**config.mk**
```make
export PLATFORM = sky130hd
export DESIGN_NAME = gng_burst_ctrl
export DESIGN_NICKNAME = d
export VERILOG_FILES = /design/src/rtl/gng_burst_ctrl.sv
export SDC_FILE = /design/constraint.sdc
export NUM_CORES = 1
export LEC_CHECK = 0
export CAP_MARGIN = 25
export CORE_ASPECT_RATIO = 0.5
export CORE_MARGIN = 2
export CORE_UTILIZATION = 40
export DETAILED_ROUTE_END_ITERATION = 16
export DONT_BUFFER_PORTS = 1
export PLACE_DENSITY = 0.57
export SYNTH_ARGS = -nofsm -noshare
export SYNTH_HDL_FRONTEND = slang
export SYNTH_SLANG_ARGS = --single-unit
```
**constraint.sdc**
```tcl
create_clock -name clk -period 6.87 [get_ports clk]
set_clock_uncertainty 0.2 [all_clocks]
set_input_delay 0.687 -clock clk [delete_from_list [all_inputs] [get_ports clk]]
set_output_delay 0.687 -clock clk [all_outputs]
set_load 0.02 [all_outputs]
```
**src/rtl/gng_burst_ctrl.sv**
```systemverilog
// Burst sequencer for the gng noise generator: credit-gated ce, output FIFO, valid/ready stream.
// Define GNG_WARMUP_EN to discard WARMUP samples after reset before the first request.
module gng_burst_ctrl #(
  parameter int FIFO_DEPTH = 16,
  parameter int LEN_W      = 16,
  parameter int WARMUP     = 64
) (
  input  logic             clk,
  input  logic             rstn,
  input  logic             req_valid,
  output logic             req_ready,
  input  logic [LEN_W-1:0] req_len,
  input  logic             abort,
  output logic             gng_ce,
  input  logic             gng_valid,
  input  logic [15:0]      gng_data,
  output logic             m_valid,
  input  logic             m_ready,
  output logic [15:0]      m_data,
  output logic             m_last,
  output logic             busy,
  output logic             done,
  output logic             err
);

  localparam int AW   = $clog2(FIFO_DEPTH);
  localparam int CMAX = (FIFO_DEPTH > WARMUP) ? FIFO_DEPTH : WARMUP;
  localparam int IW   = $clog2(CMAX + 1);
  localparam int SW   = (IW > AW + 1) ? IW + 1 : AW + 2;

  typedef enum logic [2:0] {
    IDLE,
    RUN,
    DRAIN,
    FIN,
    WARM
  } state_t;

  state_t state, state_nxt;

  logic [LEN_W-1:0] len_q;
  logic [LEN_W-1:0] issued;
  logic [LEN_W-1:0] emitted;
  logic [IW-1:0]    in_flight;
  logic [AW:0]      count;
  logic [AW-1:0]    wr_ptr;
  logic [AW-1:0]    rd_ptr;
  logic [15:0]      mem [FIFO_DEPTH];
  logic             aborting;
  logic             err_q;
  logic             done_q;

  logic          accept;
  logic          abort_now;
  logic          credit_ok;
  logic [SW-1:0] occ;
  logic          full;
  logic          pop;
  logic          ret;
  logic          discard;
  logic          wr;
  logic          err_set;

`ifdef GNG_WARMUP_EN
  localparam int WW = $clog2(WARMUP + 1);
  logic [WW-1:0] warm_cnt;
`endif

  assign accept    = req_valid && req_ready;
  assign abort_now = abort && (state == RUN || state == DRAIN);
  assign occ       = SW'(count) + SW'(in_flight);
  assign credit_ok = occ < SW'(FIFO_DEPTH);
  assign full      = count == (AW+1)'(FIFO_DEPTH);
  assign pop       = m_valid && m_ready && !abort_now;
  assign ret       = gng_valid && (in_flight != '0);
  // Returns owed to an aborted burst or to warm-up are swallowed silently
  assign discard   = aborting || abort_now || state == WARM;
  assign wr        = ret && !discard && (!full || pop);
  assign err_set   = gng_valid &&
                     ((in_flight == '0) || (!discard && full && !pop));

  assign m_valid = count != '0;
  assign m_data  = mem[rd_ptr];
  assign m_last  = m_valid && !aborting && (emitted == len_q - 1'b1);
  assign busy    = state != IDLE;
  assign done    = done_q;
  assign err     = err_q;

  always_ff @(posedge clk or negedge rstn) begin
    if (!rstn) begin
`ifdef GNG_WARMUP_EN
      state <= WARM;
`else
      state <= IDLE;
`endif
    end else begin
      state <= state_nxt;
    end
  end

  always_comb begin
    state_nxt = state;
    gng_ce    = 1'b0;
    req_ready = 1'b0;
    unique case (state)
      IDLE: begin
        req_ready = 1'b1;
        if (req_valid)
          state_nxt = (req_len == '0) ? FIN : RUN;
      end
      RUN: begin
        gng_ce = !abort && (issued < len_q) && credit_ok;
        if (abort || issued == len_q)
          state_nxt = DRAIN;
      end
      DRAIN: begin
        if (!abort && in_flight == '0 && count == '0)
          state_nxt = FIN;
      end
      FIN: state_nxt = IDLE;
      WARM: begin
`ifdef GNG_WARMUP_EN
        gng_ce = warm_cnt < WW'(WARMUP);
        if (warm_cnt == WW'(WARMUP) && in_flight == '0)
          state_nxt = IDLE;
`else
        state_nxt = IDLE;
`endif
      end
      default: state_nxt = IDLE;
    endcase
  end

  always_ff @(posedge clk or negedge rstn) begin
    if (!rstn) begin
      len_q   <= '0;
      issued  <= '0;
      emitted <= '0;
    end else if (accept) begin
      len_q   <= req_len;
      issued  <= '0;
      emitted <= '0;
    end else begin
      if (gng_ce && state == RUN)
        issued <= issued + 1'b1;
      if (pop)
        emitted <= emitted + 1'b1;
    end
  end

  always_ff @(posedge clk or negedge rstn) begin
    if (!rstn)
      in_flight <= '0;
    else
      in_flight <= in_flight + IW'(gng_ce) - IW'(ret);
  end

  always_ff @(posedge clk or negedge rstn) begin
    if (!rstn) begin
      wr_ptr <= '0;
      rd_ptr <= '0;
      count  <= '0;
    end else if (abort_now) begin
      wr_ptr <= '0;
      rd_ptr <= '0;
      count  <= '0;
    end else begin
      if (wr)
        wr_ptr <= wr_ptr + 1'b1;
      if (pop)
        rd_ptr <= rd_ptr + 1'b1;
      count <= count + (AW+1)'(wr) - (AW+1)'(pop);
    end
  end

  always_ff @(posedge clk or negedge rstn) begin
    if (!rstn) begin
      for (int i = 0; i < FIFO_DEPTH; i++)
        mem[i] <= '0;
    end else if (wr) begin
      mem[wr_ptr] <= gng_data;
    end
  end

  always_ff @(posedge clk or negedge rstn) begin
    if (!rstn) begin
      aborting <= 1'b0;
      err_q    <= 1'b0;
      done_q   <= 1'b0;
    end else begin
      if (abort_now)
        aborting <= 1'b1;
      else if (state == FIN)
        aborting <= 1'b0;
      if (err_set)
        err_q <= 1'b1;
      done_q <= state == FIN;
    end
  end

`ifdef GNG_WARMUP_EN
  always_ff @(posedge clk or negedge rstn) begin
    if (!rstn)
      warm_cnt <= '0;
    else if (gng_ce && state == WARM)
      warm_cnt <= warm_cnt + 1'b1;
  end
`endif

endmodule

```
==> results.md <==
- FP Rows: 52
- Number of flops mapped to enable cells by yosys: 0
- Minimum hold slack: -0.387 ns
- Asr flop ratio synth: 100%
- Final ANT Viol Nets: 0
- Vias in the first global route: 10,673
- Total track usage: 18.5%
- Least-Margin Pin Slew: 1.34 ns
- Status: finished, violations left
- Cts bufs inserted: 31
- Final setup vio count: 0
- Post-Syn Nets: 1,415
- WP data required: 5.98 ns
- Setup WS post-layout: 2.40 ns
- Unique cell type count in the Yosys netlist: 55
- DR WL/cell: 20.7 µm
- Final wirelength: 38,800 µm
- Reg2reg start: len_q[11]$_DFFE_PN0P_
- Power Dens Cells: 355 nW/µm²
- Drt first pass iters: 4
- Startpoint type of the worst setup path: flip-flop
- Synth Instances: 1,327
- Crit path max fanout: 5
- Failing checks: hold timing
- Crit path arrival time: 3.59 ns
- Crit. End Element: primary output
- Synthesized cell area: 16,400 µm²
- Fin crit period: 4.47 ns
- Fin crit share: 65.1%
- Rel. slew slack: 10.5%
- # IOs: 61
- Initial core utilization: 40.6%
- Setup crit start: len_q[0]$_DFFE_PN0P_
- Layout filler cell count: 3,666
- Avg Inst Size Synth: 12.4 µm²
- Drt first-iter violations: 586
- Setup TNS Final: 0 ns
- Die H: 147 µm
- Ys flop type: dfrtp_1
- Root buf cell: clkbuf_16
- Share of layout cells above drive strength 1: 29.5%
- Yosys reg bits: 329
- WS Path Type: reg -> out
- Count of final hold-check violations: 329
- Die ar.: 42,800 µm²
- # diodes: 0
- First-pass GRT wire length: 62,400 µm
- Post-CTS Resized: 0
- Design Power: 0.00641 W
- Initial antenna violation count: 0
- RSZ-0062 raised after global routing: no
- Largest net degree at the start of global routing: 330
- Via density: 5.58
- Gpl congestion: 0.844
- Die X-Extent: 291 µm
- Fin. max-slew vios: 0
- TritonCTS clock tree: yes
- Sequential area share after synthesis: 50.1%
- Max-Cap Viols: 0
- Sink Count: 329
- Port bufs: 0
- Post-CTS setup buffer count: 0
- Fmax: 0.224 GHz
- GRT overflow: 0
- # DRC: 0
- Clock Latency Late Sink: 0.58 ns
- Worst-path clk slew: 0.06 ns
- Hpwl dp: 24,300 µm
- Layout Nets: 1,395
- Via count: 10,455
- Static leakage: 8.34 nW
- Post-CTS Hold Buffers: 2
- H-tree depth: 1
- Synthesis warning total: 0
- Place WS: 2.27 ns
- Core area: 40,500 µm²
- P&R area growth vs syn: 9.75%
- Peak VDD IR: 0.194 mV
- Clock buffer depth: 3
- HP Class: in -> async
placed cells by master, fill, tap and decap left out, drive strengths merged, types with 3 or more instances in the layout:
cell / instances
buf: 25
nor2: 56
mux2i: 52
clkinv: 7
a21oi: 48
xor2: 23
a21o: 3
dfrtp: 329
o2111ai: 3
a22oi: 17
and4: 4
nor2b: 5
mux4: 32
or3: 5
a41oi: 3
o21ai: 56
inv: 50
nand3: 24
o31ai: 18
and2: 7
nand4: 10
nand2b: 6
nor4: 11
ha: 48
nand2: 73
or4: 17
nor3: 6
a221oi: 17
mux2: 270
a211oi: 4
clkbuf: 46
and3: 7
xnor2: 23
path summary, 6_finish.rpt:
check	depth (start not counted)	slack (ns)	to
min	0	-0.39	len_q[15]$_DFFE_PN0P_
max in group asynchronous	0	5.70	rd_ptr[0]$_DFFE_PN0P_
max	8	2.40	m_last
min in group clk	2	0.03	len_q[11]$_DFFE_PN0P_
max reg2reg	16	2.70	in_flight[6]$_DFF_PN0_
min reg2reg	1	0.30	mem[220]$_DFFE_PN0P_
metal layers:
layer / global-route usage, % / wire (µm) / share of wire, % / vias up
li1: - / - / - / 4788
met5: 0 / 0 / 0 / -
met3: 3.66 / 1840 / 4.7 / 45
met4: 3.24 / 621 / 1.6 / 0
met1: 25.9 / 18200 / 47 / 5432
met2: 30.2 / 18200 / 47 / 190
worst max-delay path, cell delays in order (launching register included):
cell and delay, ns:
dfrtp_1 0.45, inv_1 0.10, ha_1 0.23, or4b_4 0.54
nor4_1 0.32, mux2i_1 0.23, o2111ai_1 0.13, or4_1 0.55
a211oi_2 0.46
sequential cells by signal, summed over array words and instances, names as in the netlist, 2 cells and up:
signal	count
count	5
mem	256
in_flight	7
emitted	16
state	2
len_q	16
issued	16
wr_ptr	4
rd_ptr	4
cell families after synthesis:
kind of cell	synth area share, %
adder cells (fa/ha/maj)	3.90
XOR/XNOR	2.45
multiplexers	26.1
AO/OA/AOI/OAI	7.10
AND/OR/NAND/NOR	7.23
buffers and inverters	3.15
flip-flops	50.1
power by group:
group,internal [W],switching (W)
registers,0.00225,0.000314
clock network,0.000953,0.000778
logic,0.000894,0.00122
total,0.00410,0.00231
metrics by stage:
step	instance area, µm²	cells	utilization (%)
finish	18000	1872	44.6
global route	18000	1872	44.6
CTS	18000	1870	44.5
detailed placement	17000	1810	41.9
global placement	17000	1810	41.9
floorplan	16400	1327	-
cell usage after synthesis, drive strengths merged (4+ instances only):
master | count | area share (%)
dfrtp | 329 | 50
mux2 | 270 | 19
nand2 | 73 | 1.7
nor2 | 56 | 1.3
o21ai | 56 | 1.7
clkbuf | 53 | 1.2
mux2i | 52 | 3.2
a21oi | 48 | 1.5
ha | 48 | 3.7
inv | 48 | 1.1
mux4 | 32 | 4.4
buf | 27 | 0.84
nand3 | 24 | 0.73
xnor2 | 23 | 1.2
xor2 | 23 | 1.2
o31ai | 18 | 0.82
a221oi | 17 | 0.91
a22oi | 17 | 0.78
or4 | 17 | 0.80
nor4 | 11 | 0.42
nand4 | 10 | 0.38
and2 | 7 | 0.27
and3 | 7 | 0.27
nand2b | 6 | 0.23
nor3 | 6 | 0.25
nor2b | 5 | 0.19
or3 | 5 | 0.19
a211oi | 4 | 0.21
and4 | 4 | 0.21
area by class of cell:
class	count	area, µm²	area share (%)
clock buffer	46	902	5.00
inverter	48	180	0.999
tap	540	676	3.75
timing repair buffer	27	223	1.24
clock inverter	12	111	0.618
multi-input combinational	870	7700	42.7
sequential	329	8240	45.7
No activity file was read; power rests on OpenSTA's default activity.
